==> src/rtl/ha_pkg.sv <==
// rtl/ha_pkg.sv - shared types and constants for the half-adder exerciser
package ha_pkg;

  typedef enum logic [1:0] {
    ST_IDLE,
    ST_WAIT,
    ST_CHECK,
    ST_DONE
  } state_e;

  typedef logic [1:0] vec_t;

  localparam int               CNT_W   = 8;
  localparam logic [CNT_W-1:0] CNT_SAT = 8'hFF;

endpackage

==> src/rtl/ha_ref_model.sv <==
// rtl/ha_ref_model.sv - golden half-adder response used for comparison
module ha_ref_model (
  input  logic a,
  input  logic b,
  output logic exp_sum,
  output logic exp_carry
);

  assign exp_sum   = a ^ b;
  assign exp_carry = a & b;

endmodule

==> src/rtl/ha_exerciser.sv <==
// rtl/ha_exerciser.sv - drives the four half-adder input vectors, checks
// responses and reports error count, first failing vector and pass/done.
module ha_exerciser
  import ha_pkg::*;
#(
  parameter int SETTLE_CYCLES = 2,
  parameter int PASSES        = 1
) (
  input  logic             clk,
  input  logic             rst,
  input  logic             start,
  input  logic             abort,
  output logic             a_o,
  output logic             b_o,
  input  logic             sum_i,
  input  logic             carry_i,
  output logic             busy,
  output logic             done,
  output logic             pass,
  output logic [CNT_W-1:0] err_count,
  output logic             first_fail_vld,
  output logic [1:0]       first_fail_vec
);

  localparam logic [3:0] WAIT_LAST = 4'(SETTLE_CYCLES - 1);
  localparam logic [7:0] PASS_LAST = 8'(PASSES - 1);

  state_e           state_q, state_d;
  vec_t             vec_q, vec_d;
  logic [7:0]       pcnt_q, pcnt_d;
  logic [3:0]       wcnt_q, wcnt_d;
  logic             a_q, a_d, b_q, b_d;
  logic             pass_q, pass_d;
  logic [CNT_W-1:0] err_q, err_d;
  logic             ffv_q, ffv_d;
  logic [1:0]       ffvec_q, ffvec_d;

  logic exp_sum, exp_carry, mismatch;

  ha_ref_model u_ref (
    .a         (a_q),
    .b         (b_q),
    .exp_sum   (exp_sum),
    .exp_carry (exp_carry)
  );

  assign mismatch = (sum_i != exp_sum) || (carry_i != exp_carry);

  always_comb begin
    state_d = state_q;
    vec_d   = vec_q;
    pcnt_d  = pcnt_q;
    wcnt_d  = wcnt_q;
    a_d     = a_q;
    b_d     = b_q;
    pass_d  = pass_q;
    err_d   = err_q;
    ffv_d   = ffv_q;
    ffvec_d = ffvec_q;

    case (state_q)
      ST_IDLE: begin
        if (start && !abort) begin
          err_d   = '0;
          ffv_d   = 1'b0;
          ffvec_d = 2'b00;
          pass_d  = 1'b0;
          vec_d   = 2'b00;
          pcnt_d  = 8'd0;
          wcnt_d  = 4'd0;
          a_d     = 1'b0;
          b_d     = 1'b0;
          state_d = ST_WAIT;
        end
      end

      ST_WAIT: begin
        if (wcnt_q == WAIT_LAST) begin
          wcnt_d  = 4'd0;
          state_d = ST_CHECK;
        end else begin
          wcnt_d = wcnt_q + 4'd1;
        end
      end

      ST_CHECK: begin
        if (mismatch) begin
          err_d = (err_q == CNT_SAT) ? err_q : err_q + 8'd1;
          if (!ffv_q) begin
            ffv_d   = 1'b1;
            ffvec_d = {a_q, b_q};
          end
        end
        if (vec_q != 2'b11) begin
          vec_d      = vec_q + 2'd1;
          {a_d, b_d} = vec_q + 2'd1;
          state_d    = ST_WAIT;
        end else if (pcnt_q < PASS_LAST) begin
          vec_d   = 2'b00;
          pcnt_d  = pcnt_q + 8'd1;
          a_d     = 1'b0;
          b_d     = 1'b0;
          state_d = ST_WAIT;
        end else begin
          pass_d  = (err_d == '0);
          state_d = ST_DONE;
        end
      end

      ST_DONE: begin
        a_d     = 1'b0;
        b_d     = 1'b0;
        state_d = ST_IDLE;
      end

      default: state_d = ST_IDLE;
    endcase

    // Abort discards anything decided above, including a same-cycle comparison
    if (abort && state_q != ST_IDLE) begin
      state_d = ST_IDLE;
      vec_d   = vec_q;
      pcnt_d  = pcnt_q;
      wcnt_d  = 4'd0;
      a_d     = 1'b0;
      b_d     = 1'b0;
      pass_d  = 1'b0;
      err_d   = err_q;
      ffv_d   = ffv_q;
      ffvec_d = ffvec_q;
    end
  end

  always_ff @(posedge clk) begin
    if (rst) begin
      state_q <= ST_IDLE;
      vec_q   <= 2'b00;
      pcnt_q  <= 8'd0;
      wcnt_q  <= 4'd0;
      a_q     <= 1'b0;
      b_q     <= 1'b0;
      pass_q  <= 1'b0;
      err_q   <= '0;
      ffv_q   <= 1'b0;
      ffvec_q <= 2'b00;
    end else begin
      state_q <= state_d;
      vec_q   <= vec_d;
      pcnt_q  <= pcnt_d;
      wcnt_q  <= wcnt_d;
      a_q     <= a_d;
      b_q     <= b_d;
      pass_q  <= pass_d;
      err_q   <= err_d;
      ffv_q   <= ffv_d;
      ffvec_q <= ffvec_d;
    end
  end

  assign a_o            = a_q;
  assign b_o            = b_q;
  assign busy           = (state_q != ST_IDLE);
  assign done           = (state_q == ST_DONE);
  assign pass           = pass_q;
  assign err_count      = err_q;
  assign first_fail_vld = ffv_q;
  assign first_fail_vec = ffvec_q;

endmodule

==> config.mk <==
export PLATFORM = sky130hd
export DESIGN_NAME = ha_exerciser
export DESIGN_NICKNAME = d
export VERILOG_FILES = /design/src/rtl/ha_pkg.sv /design/src/rtl/ha_ref_model.sv /design/src/rtl/ha_exerciser.sv
export SDC_FILE = /design/constraint.sdc
export NUM_CORES = 1
export LEC_CHECK = 0
export ABC_AREA = 1
export CORE_MARGIN = 3
export CORE_UTILIZATION = 52
export DETAILED_ROUTE_END_ITERATION = 12
export GPL_ROUTABILITY_DRIVEN = 0
export PLACE_DENSITY = 0.83
export SLEW_MARGIN = 20
export SYNTH_ARGS = -nofsm -noshare
export SYNTH_HDL_FRONTEND = slang
export SYNTH_SLANG_ARGS = --single-unit
==> constraint.sdc <==
create_clock -name clk -period 1.8 [get_ports clk]
set_input_delay 0.27 -clock clk [delete_from_list [all_inputs] [get_ports clk]]
set_output_delay 0.27 -clock clk [all_outputs]
set_load 0.01 [all_outputs]
==> results.tsv <==
metric	value	unit
initial antenna violation count	0	
postcts setup bufs	0	
Initial Util	57.91	%
Resized cells post-CTS	0	
CTS clk-pin slew, worst paths	110	ps
placed cells	260	
grt total ovfl	0	
All-Layer GR Usage	21.71	%
Critical Path Source Type	flop	
Sw Share	36.98	%
initial DRC count	48	
Post-Syn Area	1355	µm²
r2r startpoint	b_o	
VDD IR-drop max	0.7246	mV
CP Capture Type	output port	
min-delay src	first_fail_vec[1]	
post-synthesis sequential area ratio	32.50	%
# fillers	211	
Hold Path Depth	2	
critical path class	flop to output port	
clk_skew	2.512	ps
first-pass GRT wire length	5740	µm
I/O Pins	22	
Clk Latency, worst-skew pair	310	ps
top cell type's share of synthesized area	32.50	%
Comb pwr share	33.6	%
Die Y	57.05	µm
Port Buffers	21	
Clock power frac	18.9	%
FF-to-FF path depth	11	
Hold EP	first_fail_vec[1]	
number of vias per cell	5.288	
share of layout cells above drive strength 1	11.02	%
Avg WL per Cell	12.57	µm
register area	440.4	µm²
Rows	17	
core area	2340	µm²
Hold Vio Cnt, Final	0	
sequential share of power	47.4	%
internal power	0.7443	mW
minimum clock period	1707	ps
NumNets Final	249	
largest net degree at the start of global routing	16	
Tcrit/Tclk final	94.81	%
dpl cell area	1619	µm²
area of the multi-input gates	793.3	µm²
Synth Register Bits	22	
hpwl dp	2463	µm
die footprint	3254	µm²
Die Span X	57.05	µm
drt drc	0	
setup ws final	93.38	ps
max_cap viols	0	
CP max FO	4	
Setup TNS	0	ps
Power Dens Cells	713.4	nW/µm²
area leader, netlist	dfxtp_1	
most common cell after layout, fill and taps aside	nand2_1	
Finished Layout Cells	264	
TritonRoute pass-1 iters	4	
CTS tree	built	
maximum root-to-sink buffer count	2	
r2r setup slk	150	ps
DP Worst Slack	56.38	ps
Mean Syn Cell Area	6.483	µm²
clk sink count	22	
synthesis-to-layout area growth	22.16	%
cells after synthesis	209	
total CTS buffers	3	
routed wire length	3319	µm
vias in the first global route	1373	
Slew headroom	69.42	%
WP data required	1530	ps
post-route ant nets	0	
RSZ-0062 raised after global routing	false	
via count	1396	
Mapped Nets	220	
Arr. time, crit path	1440	ps
Pwr Total	1.181	mW
FF-to-FF End	pass	
P_leak	0.7027	nW
setup violators final	0	
most frequent cells in the layout	56 x nand2_1, 32 x inv_1, 25 x nand3_1, 22 x dfxtp_1, 21 x clkdlybuf4s50_1	
hold buffer count at CTS	0	
Sw Pwr	0.4367	mW
yosys warns	0	
n_diodes	0	
Max Fclk	586.0	MHz
Slew Viols, Final	0	
Area contributors post-synth	dfxtp_1 33%, nand2_1 16%, nand3_1 9.2%	
worst hold margin	475.7	ps
fin util	70.75	%
fin area	1655	µm²
Netlist cell types	25	
Root Buffer	clkbuf_4	
H-tree level count	1	
Tightest Pin Transition	453.9	ps
hold crit path type	flop to flop	
status	finished, final reports clean	
==> synthesized netlist by cell type, drive strengths merged <==
cell	number
nand2	63
inv	33
nand3	25
dfxtp	22
nor2	20
a21oi	18
o21ai	6
ha	5
nand4	4
nand3b	3
nor3	3
or2	2
buf	1
clkbuf	1
nor3b	1
o22ai	1
xor2	1
==> power by group through the flow <==
stage / Clock (mW) / Sequential [mW] / Combinational [mW]
final: 0.223 / 0.560 / 0.397
after floorplan: 0 / 0.567 / 0.259
after CTS: 0.225 / 0.557 / 0.390
after global placement: 0 / 0.565 / 0.371
after detailed placement: 0 / 0.569 / 0.387
after global routing: 0.251 / 0.567 / 0.445
==> critical path, stage by stage, from the launching register on <==
cell and delay, ps:
dfxtp_1 450, nand2_1 90, inv_1 70, clkdlybuf4s50_1 530
==> logic make-up (layout without fill, tap and decap cells) <==
logic type	count (synthesis)	after routing	share of synthesized area, %
AOI/OAI and AO/OA	25	25	9.880
xor gates and xnor gates	1	1	0.6465
buffers and inverters	35	61	9.972
DFF	22	22	32.50
adders and majority gates	5	5	4.617
and+or+nand+nor	121	122	42.38
==> how the worst max path moves through the flow <==
stage	slack [ps]	depth (start not counted)	startpoint	to
after floorplan	190	13	a_o	pass
after global placement	100	11	sum_i	pass
after detailed placement	60	11	sum_i	pass
after CTS	70	3	state_q[0]	busy
after global routing	7	3	state_q[0]	done
final	90	3	state_q[0]	done
==> routing by layer <==
layer	global-route usage, %	share of wire (%)	vias to the layer above
met1	27.69	45	627
met3	2.941	6.4	5
met5	0	0	-
li1	-	-	726
met4	8.278	1.3	0
met2	37.03	47	38
==> registers in the layout (all words and copies together) (netlist names) <==
register,flops
first_fail_vld,1
a_o,1
wcnt_q,4
state_q,2
pass,1
first_fail_vec,2
vec_q,2
err_count,8
b_o,1
==> layout make-up <==
cell class	count	share of cell area (%)
Timing Repair Buffer	25	14.51
Sequential cell	22	26.61
Inverter	33	7.483
Clock buffer	3	1.361
Multi-Input combinational cell	153	47.92
Tap cell	28	2.116
(Power assumes the default switching activity.)
